### src/rtl/reset_seq_pkg.sv
// Shared types and defaults for the domain reset sequencer.
// The state encoding is fixed at 3 bits so it stays stable for debug probes.
package reset_seq_pkg;

  localparam int DEF_NUM_DOMAINS = 5;
  localparam int DEF_HOLD_CYCLES = 16;
  localparam int DEF_ACK_TIMEOUT = 1024;
  localparam int DEF_SYNC_STAGES = 2;

  typedef enum logic [2:0] {
    ALL_RST = 3'd0,
    HOLD    = 3'd1,
    REL     = 3'd2,
    WAIT_UP = 3'd3,
    RUN     = 3'd4,
    ASRT    = 3'd5,
    WAIT_DN = 3'd6
  } state_e;

  // A domain index always needs at least one bit, even when only one domain exists.
  function automatic int idx_w(input int n);
    return (n > 1) ? $clog2(n) : 1;
  endfunction

endpackage

### src/rtl/reset_seq_sync.sv
// Vector flop-chain synchronizer for the asynchronous per-domain ack inputs.
// Each bit is synchronized independently; the bits carry no mutual coherency.
module reset_seq_sync #(
  parameter int WIDTH  = 1,
  parameter int STAGES = 2
) (
  input  logic             clk,
  input  logic             rst,
  input  logic [WIDTH-1:0] d,
  output logic [WIDTH-1:0] q
);

  (* ASYNC_REG = "TRUE" *) logic [STAGES-1:0][WIDTH-1:0] sync_q;
  logic [STAGES-1:0][WIDTH-1:0] sync_d;

  always_comb sync_d = {sync_q[STAGES-2:0], d};

  always_ff @(posedge clk or posedge rst) begin
    if (rst) sync_q <= '0;
    else     sync_q <= sync_d;
  end

  assign q = sync_q[STAGES-1];

endmodule

### src/rtl/reset_sequencer.sv
// Releases per-domain resets in index order and re-asserts them in reverse order,
// waiting on each domain's synchronized ack (or a timeout) between steps.
module reset_sequencer
  import reset_seq_pkg::*;
#(
  parameter int NUM_DOMAINS = DEF_NUM_DOMAINS,
  parameter int HOLD_CYCLES = DEF_HOLD_CYCLES,
  parameter int ACK_TIMEOUT = DEF_ACK_TIMEOUT,
  parameter int SYNC_STAGES = DEF_SYNC_STAGES
) (
  input  logic                              CLK,
  input  logic                              RST,
  input  logic                              SEQ_UP_REQ,
  input  logic                              SEQ_DOWN_REQ,
  input  logic [NUM_DOMAINS-1:0]            DOMAIN_ACK,
  input  logic                              ERR_CLR,
  output logic [NUM_DOMAINS-1:0]            DOMAIN_RST,
  output logic                              SEQ_UP_DONE,
  output logic                              BUSY,
  output logic [NUM_DOMAINS-1:0]            TIMEOUT_ERR,
  output logic [idx_w(NUM_DOMAINS)-1:0]     CUR_IDX
);

  localparam int IDX_W  = idx_w(NUM_DOMAINS);
  localparam int HOLD_W = $clog2(HOLD_CYCLES + 1);
  localparam int TMR_W  = $clog2(ACK_TIMEOUT + 1);

  localparam logic [IDX_W-1:0]  LAST_IDX = IDX_W'(NUM_DOMAINS - 1);
  localparam logic [HOLD_W-1:0] HOLD_LD  = HOLD_W'(HOLD_CYCLES - 1);
  localparam logic [TMR_W-1:0]  TMR_END  = TMR_W'(ACK_TIMEOUT - 1);
  localparam logic [TMR_W-1:0]  TMR_SAT  = TMR_W'(ACK_TIMEOUT);

  state_e                 state_q, state_d;
  logic [IDX_W-1:0]       idx_q, idx_d;
  logic [HOLD_W-1:0]      hold_q, hold_d;
  logic [TMR_W-1:0]       tmr_q, tmr_d;
  logic [NUM_DOMAINS-1:0] drst_q, drst_d;
  logic [NUM_DOMAINS-1:0] err_q, err_d;
  logic [NUM_DOMAINS-1:0] err_set;
  logic [NUM_DOMAINS-1:0] ack_s;
  logic                   tmr_done;
  logic [TMR_W-1:0]       tmr_inc;

  reset_seq_sync #(.WIDTH(NUM_DOMAINS), .STAGES(SYNC_STAGES)) u_ack_sync (
    .clk (CLK),
    .rst (RST),
    .d   (DOMAIN_ACK),
    .q   (ack_s)
  );

  assign tmr_done = (tmr_q == TMR_END);
  assign tmr_inc  = (tmr_q == TMR_SAT) ? tmr_q : tmr_q + 1'b1;

  always_comb begin
    state_d = state_q;
    idx_d   = idx_q;
    hold_d  = hold_q;
    tmr_d   = tmr_q;
    drst_d  = drst_q;
    err_set = '0;
    unique case (state_q)
      ALL_RST: begin
        drst_d = '1;
        idx_d  = '0;
        // Up wins over a simultaneous down request here.
        if (SEQ_UP_REQ) begin
          state_d = HOLD;
          hold_d  = HOLD_LD;
        end
      end
      HOLD: begin
        if (SEQ_DOWN_REQ) begin
          state_d = ALL_RST;
        end else if (hold_q == '0) begin
          state_d = REL;
          idx_d   = '0;
        end else begin
          hold_d = hold_q - 1'b1;
        end
      end
      REL: begin
        drst_d[idx_q] = 1'b0;
        tmr_d         = '0;
        state_d       = WAIT_UP;
      end
      WAIT_UP: begin
        tmr_d = tmr_inc;
        if (SEQ_DOWN_REQ) begin
          state_d = ASRT;
        end else if (ack_s[idx_q] || tmr_done) begin
          err_set[idx_q] = !ack_s[idx_q];
          if (idx_q == LAST_IDX) begin
            state_d = RUN;
          end else begin
            idx_d   = idx_q + 1'b1;
            state_d = REL;
          end
        end
      end
      RUN: begin
        if (SEQ_DOWN_REQ) begin
          state_d = ASRT;
          idx_d   = LAST_IDX;
        end
      end
      ASRT: begin
        drst_d[idx_q] = 1'b1;
        tmr_d         = '0;
        state_d       = WAIT_DN;
      end
      WAIT_DN: begin
        tmr_d = tmr_inc;
        if (!ack_s[idx_q] || tmr_done) begin
          err_set[idx_q] = ack_s[idx_q];
          if (idx_q == '0) begin
            state_d = ALL_RST;
          end else begin
            idx_d   = idx_q - 1'b1;
            state_d = ASRT;
          end
        end
      end
      default: state_d = ALL_RST;
    endcase
    // A timeout landing in the same cycle as a clear must survive.
    err_d = (ERR_CLR ? '0 : err_q) | err_set;
  end

  always_ff @(posedge CLK or posedge RST) begin
    if (RST) begin
      state_q <= ALL_RST;
      idx_q   <= '0;
      hold_q  <= '0;
      tmr_q   <= '0;
      drst_q  <= '1;
      err_q   <= '0;
    end else begin
      state_q <= state_d;
      idx_q   <= idx_d;
      hold_q  <= hold_d;
      tmr_q   <= tmr_d;
      drst_q  <= drst_d;
      err_q   <= err_d;
    end
  end

  assign DOMAIN_RST  = drst_q;
  assign TIMEOUT_ERR = err_q;
  assign CUR_IDX     = idx_q;
  assign SEQ_UP_DONE = (state_q == RUN);
  assign BUSY        = (state_q != ALL_RST) && (state_q != RUN);

endmodule

### config.mk
export PLATFORM = sky130hd
export DESIGN_NAME = reset_sequencer
export DESIGN_NICKNAME = d
export VERILOG_FILES = /design/src/rtl/reset_seq_pkg.sv /design/src/rtl/reset_seq_sync.sv /design/src/rtl/reset_sequencer.sv
export SDC_FILE = /design/constraint.sdc
export NUM_CORES = 1
export LEC_CHECK = 0
export BUFFER_PORTS_ARGS = -buffer_cell sky130_fd_sc_hd__buf_2
export CORE_AREA = 4 4 80 82
export CTS_CLUSTER_SIZE = 24
export DETAILED_ROUTE_END_ITERATION = 12
export DIE_AREA = 0 0 84 86
export SYNTH_ARGS = -nofsm -noshare
export SYNTH_HDL_FRONTEND = slang
export SYNTH_SLANG_ARGS = --single-unit
### constraint.sdc
create_clock -name CLK -period 3.2 [get_ports CLK]
set_clock_uncertainty 0.1 [all_clocks]
set_input_delay 0 -clock CLK [delete_from_list [all_inputs] [get_ports CLK]]
set_output_delay 0 -clock CLK [all_outputs]
set_load 0.005 [all_outputs]
---- Word-level counts from Yosys, hierarchy flattened ----
Index checks and enable logic that the tools add are counted.
storage, ports and cells
  register bits after elaboration ......... 42
  input port bits ......................... 10
  output and inout bits ................... 15
cells by class
  $add $sub $neg .......................... 4
  magnitude comparators ................... 2
  equal/unequal tests ..................... 23
  muxes and demuxes ....................... 35
  bitwise gates (word level) .............. 6
  reductions and logical operators ........ 19
operators by type and width
  operator                                                                  count
  3-bit two-way mux                                                         17
  5-bit two-way mux                                                         7
  2-bit != test (second input constant)                                     11
  11-bit one-hot mux with 2 select lines                                    1
  3-bit one-hot mux with 7 select lines                                     1
  5-bit one-hot mux with 2 select lines                                     2
  5-bit AND                                                                 3
  3-bit one-hot mux with 5 select lines                                     1
  5-bit one-hot mux with 3 select lines                                     1
  3-bit equality test (second input constant)                               4
  11-bit by 1-bit adder with 11-bit output (second input constant)          1
  11-bit by 10-bit equality test with 1-bit output (second input constant)  1
  11-bit equality test (second input constant)                              1
  11-bit two-way mux                                                        1
  5-bit OR                                                                  2
  3-bit != test (second input constant)                                     3
  9-bit AND reduction                                                       1
  3-bit by 2-bit equality test with 1-bit output (second input constant)    2
  3-bit logical NOT                                                         2
  3-bit nonzero test                                                        2
  5-bit logical NOT                                                         1
  5-bit NOT                                                                 1
  5-bit AND reduction                                                       1
  5-bit nonzero test                                                        1
  other kinds (16)                                                          21

---- Logic depth before layout (Yosys ltp) ----
  depth in word-level cells ............... 9
  mapped depth ............................ 10

---- Hierarchy ----
From an unflattened synthesis, not the netlist that was laid out.
unflattened totals
  cell total of the unflattened synthesis .. 239
  area total of the unflattened synthesis .. 2331.0 µm²
by module, submodules not included
  module           instances  cells each  area an instance (µm²)
  reset_sequencer  1          223         2039.5
  reset_seq_sync   1          16          291.5

---- Worst setup path after synthesis ----
No wires, ideal clock.
  kind .................................... reg-to-reg
  from .................................... register tmr_q[0]
  to ...................................... register idx_q[0] (netlist: CUR_IDX[0])
  library setup time ...................... 0.118 ns
  data arrival time ....................... 1.945 ns
  required time ........................... 2.982 ns
  setup slack ............................. 1.037 ns
  cell stages (with the launch flop) ...... 8
  clock period less this slack ............ 2.163 ns
  cells stage by stage .................... dfrtp_1 > ha_1 > and3_2 > and4bb_4 > or4_4 > o311ai_4 > nor3_2 > a21o_1
between the ends
  cells in the longest elaborated chain, start to end .. 4
ends and longest elaborated chain
  what                                                  line                                           text
  start, declared                                       reset_sequencer.sv:36                          logic [TMR_W-1:0] tmr_q, tmr_d;
  start signal, assigned                                reset_sequencer.sv:141                         tmr_q <= tmr_d;
  11-bit by 10-bit equality test with 1-bit output (*)  reset_sequencer.sv:51                          assign tmr_done = (tmr_q == TMR_END);
  1-bit logical OR, on equally long branches            reset_sequencer.sv:90, reset_sequencer.sv:113
  2-bit != test (no source line)                        -
  9-bit AND reduction (no source line) (*)              -
  end signal, assigned                                  reset_sequencer.sv:139                         idx_q <= idx_d;
  end, declared                                         reset_sequencer.sv:34                          logic [IDX_W-1:0] idx_q, idx_d;
Every way passes the cells marked *; elsewhere a longest branch is shown, timed or not.
A chain may end at the register's enable or synchronous reset.

---- Worst setup path after layout ----
  from .................................... register state_q[0]
  to ...................................... register tmr_q[2]
between the ends
  cells in the longest elaborated chain, start to end .. 4
ends and longest elaborated chain
  what                                                                                   line                    text
  start, declared                                                                        reset_sequencer.sv:33   state_e state_q, state_d;
  start signal, assigned                                                                 reset_sequencer.sv:138  state_q <= state_d;
  3-bit equality test or 3-bit by 2-bit equality test with 1-bit output (tied branches)  reset_sequencer.sv:61   unique case (state_q)
  2-bit OR reduction (no source line)                                                    -
  2-bit != test (no source line) or 2-bit nonzero test (tied branches)                   -
  2-bit AND reduction (no source line)                                                   -
Parallel ways exist; a longest one is shown, timed or not.

==> flow_summary.json <==
{
  "cts_tree": "done",
  "rows": 28,
  "setup_viol": 0,
  "clk_pin_slew_ps": 90,
  "ys_dominant_reg_cell": "dfrtp_1",
  "routed_wl_mm": 4.87,
  "worstPathArrival_ps": 2440,
  "ant_nets": 0,
  "end_kind": "flop",
  "final_cells": 347,
  "io_buffers": 24,
  "drc": 0,
  "cts.sinks": 42,
  "status": "complete, no violations",
  "slowest_stage": "dfrtp_1",
  "n_antenna_cell": 0,
  "multiInputGateArea_um2": 1130,
  "crit_buf_inv": 1,
  "cap_violations": 0,
  "grt_pass1_vias": 1790,
  "fmax_mhz": 424,
  "ys.warnings.count": 0,
  "die_area_um2": 7220,
  "coreArea_um2": 5750,
  "io_pins": 25,
  "fin_crit_sh_pct": 73.7,
  "grt_overflow": 0,
  "ys_ff_latch": 42,
  "fin_nets": 286,
  "synth_cell_types": 65,
  "hold_class": "in -> reg",
  "drt_pass1_iterations": 4,
  "hpwlAfterDp_mm": 3.32,
  "post-route-min-period_ps": 2360,
  "min_to": "hold_q[0]",
  "antenna_found_initial": 0,
  "clockBufferDepth": 2,
  "drive_gt1_share_pct": 22.1,
  "final_common_cell": "dfrtp_1",
  "path_delay_family": "compound AO/OA/AOI/OAI gates",
  "crit_path_cell_trace": "buf_4 -> and2b_1 -> o21a_1 -> o41ai_4 -> and2_2 -> o21ai_0 -> o31ai_1",
  "reg2reg_to": "tmr_q[2]",
  "synth.yosys.seq_area_share_pct": 45.8,
  "nFillCells": 558,
  "min_from": "SEQ_DOWN_REQ",
  "avgSynthCellArea_um2": 9.66,
  "grt_max_degree": 43,
  "crit_required_ps": 3280,
  "reg2reg_depth": 7,
  "htreeDepth": 2,
  "holdPathStages": 3,
  "syn_area_um2": 2310,
  "track_usage_pct": 14.3,
  "synth_fp_nets": 254,
  "clockRootBuffer": "clkbuf_8",
  "leakagePower_nw": 1.14,
  "rsz0062_at_grt": "false",
  "synth_cells": 239,
  "die_w_um": 84,
  "start_kind": "flop",
  "place_inst": 331,
  "final_cell_mix": "37 x dfrtp_1, 28 x nor2_1, 24 x buf_2",
  "syn2layout_area_growth_pct": 14.7,
  "hold_violations": 0,
  "synth_edf_count": 0,
  "setup-tns-final_ps": 0,
  "final-seq-area_um2": 1060,
  "wl_per_cell_um": 14.0,
  "dr_total_vias": 1796,
  "viasPerCell": 5.18,
  "slew_violations": 0,
  "crit_fanout": 14,
  "slowest_delay_ps": 620,
  "rrSetupSlack_ps": 840,
  "powerDensity_nw_per_um2": 756,
  "grt_pass1_wl_mm": 8.52,
  "dieHeight_um": 86,
  "start_util_pct": 40.2,
  "cts_made_buffers": 5,
  "r2r-start": "state_q[0]",
  "async_flop_share_pct": 100,
  "drtIter0Drc": 74,
  "slew_headroom_pct": 55.8,
  "worstSetupPathType": "reg -> reg",
  "tightest_slew_ps": 659,
  "clk_latency_ps": 300,
  "place_congestion": 0.788,
  "peakVddDrop_v": 0.000383
}
[stage by stage]
stage	total power, mW	setup slack [ps]	utilization [%]	hold WS, ps	instance area, um^2
global placement	1.62	900	43.1	7.51	2470
CTS	2.01	871	46.1	56.9	2650
detailed placement	1.64	896	43.1	9.33	2470
finish	2.00	840	46.1	60.9	2650
floorplan	1.44	1040	-	-68.6	2310
global route	2.17	611	46.1	102	2650
[Yosys cell counts, types with 2 or more instances]
master    instances  area (um^2)
buf_6             2         22.5
or3_1             2         12.5
nand3_1          11         55.1
ha_1              4         50.1
a21oi_1           7         35.0
nor3_1            5         25.0
inv_1            15         56.3
nand2b_1          3         18.8
o21ai_1           5         25.0
buf_4             2         15.0
o31ai_1           2         15.0
or4b_1            2         20.0
o21ai_0          23          115
o22ai_1           6         37.5
xor2_1            5         43.8
nand2_1          22         82.6
nor2b_1           2         12.5
and3_1            2         12.5
dfrtp_1          37          926
o21bai_1          2         15.0
dfstp_2           5          131
buf_2             2         10.0
and3_2            2         15.0
nor2_1           28          105
clkbuf_1          2         7.51
mux2_4            2         30.0
[timing repair]
item	CTS	global route
resized for setup	0	0
hold buffers	8	0
buffers inserted	0	0
hold endpoints to repair	50	0
[how the worst max path moves through the flow]
stage	depth (start not counted)	end	startpoint	slack, ps
after floorplan	7	CUR_IDX[0]	tmr_q[0]	1040
after global placement	7	tmr_q[2]	state_q[0]	900
after detailed placement	7	tmr_q[2]	state_q[0]	900
after CTS	7	tmr_q[2]	state_q[0]	870
after global routing	6	tmr_q[8]	state_q[2]	610
final	7	tmr_q[2]	state_q[0]	840
[power breakdown]
| group | internal [mW] | switching [mW] | total (mW) | leakage (nW) |
|---|---|---|---|---|
| Clock | 0.158 | 0.199 | 0.356 | 0.0447 |
| Sequential | 0.630 | 0.156 | 0.786 | 0.521 |
| Combinational | 0.357 | 0.502 | 0.859 | 0.578 |
| Total | 1.14 | 0.857 | 2.00 | 1.14 |
[routing by layer]
metal	vias up	track usage [%]	wire (um)
met5	-	0	0
met3	9	3.84	190
met1	847	20.6	2450
met4	0	3.80	55
met2	33	21.3	2170
li1	907	-	-
[cell type report]
type                    count  area share (%)
multi-input cells         172            42.6
flip-flops and latches     42            39.9
repair buffers             34            8.12
well taps                  75            3.54
clock buffers               5            2.60
inverters                  16            2.27
clock inverters             3           0.945
[sequential cells by signal (all words and copies together), names as in the netlist]
name and count:
u_ack_sync.sync_q 5, CUR_IDX 3, hold_q 5, TIMEOUT_ERR 5, DOMAIN_RST 5, state_q 3
tmr_q 11, u_ack_sync.q 5
[logic make-up (layout without fill, tap and decap cells)]
group           after synthesis  in the layout  synth area share [%]
fa+ha+maj                     5              5                  3.04
simple gates                 94             94                  21.4
compound gates               63             63                  19.9
buf+inv                      25             58                  5.31
mux                           4              4                  2.22
xor+xnor                      6              6                  2.28
flops                        42             42                  45.8
[worst register-to-register path, stage by stage, from the launching register on]
cell and delay (ps):
dfrtp_1 620, buf_4 270, and2b_1 220, o21a_1 350
o41ai_4 180, and2_2 260, o21ai_0 160, o31ai_1 90
Power figures use the tool's default switching activity.
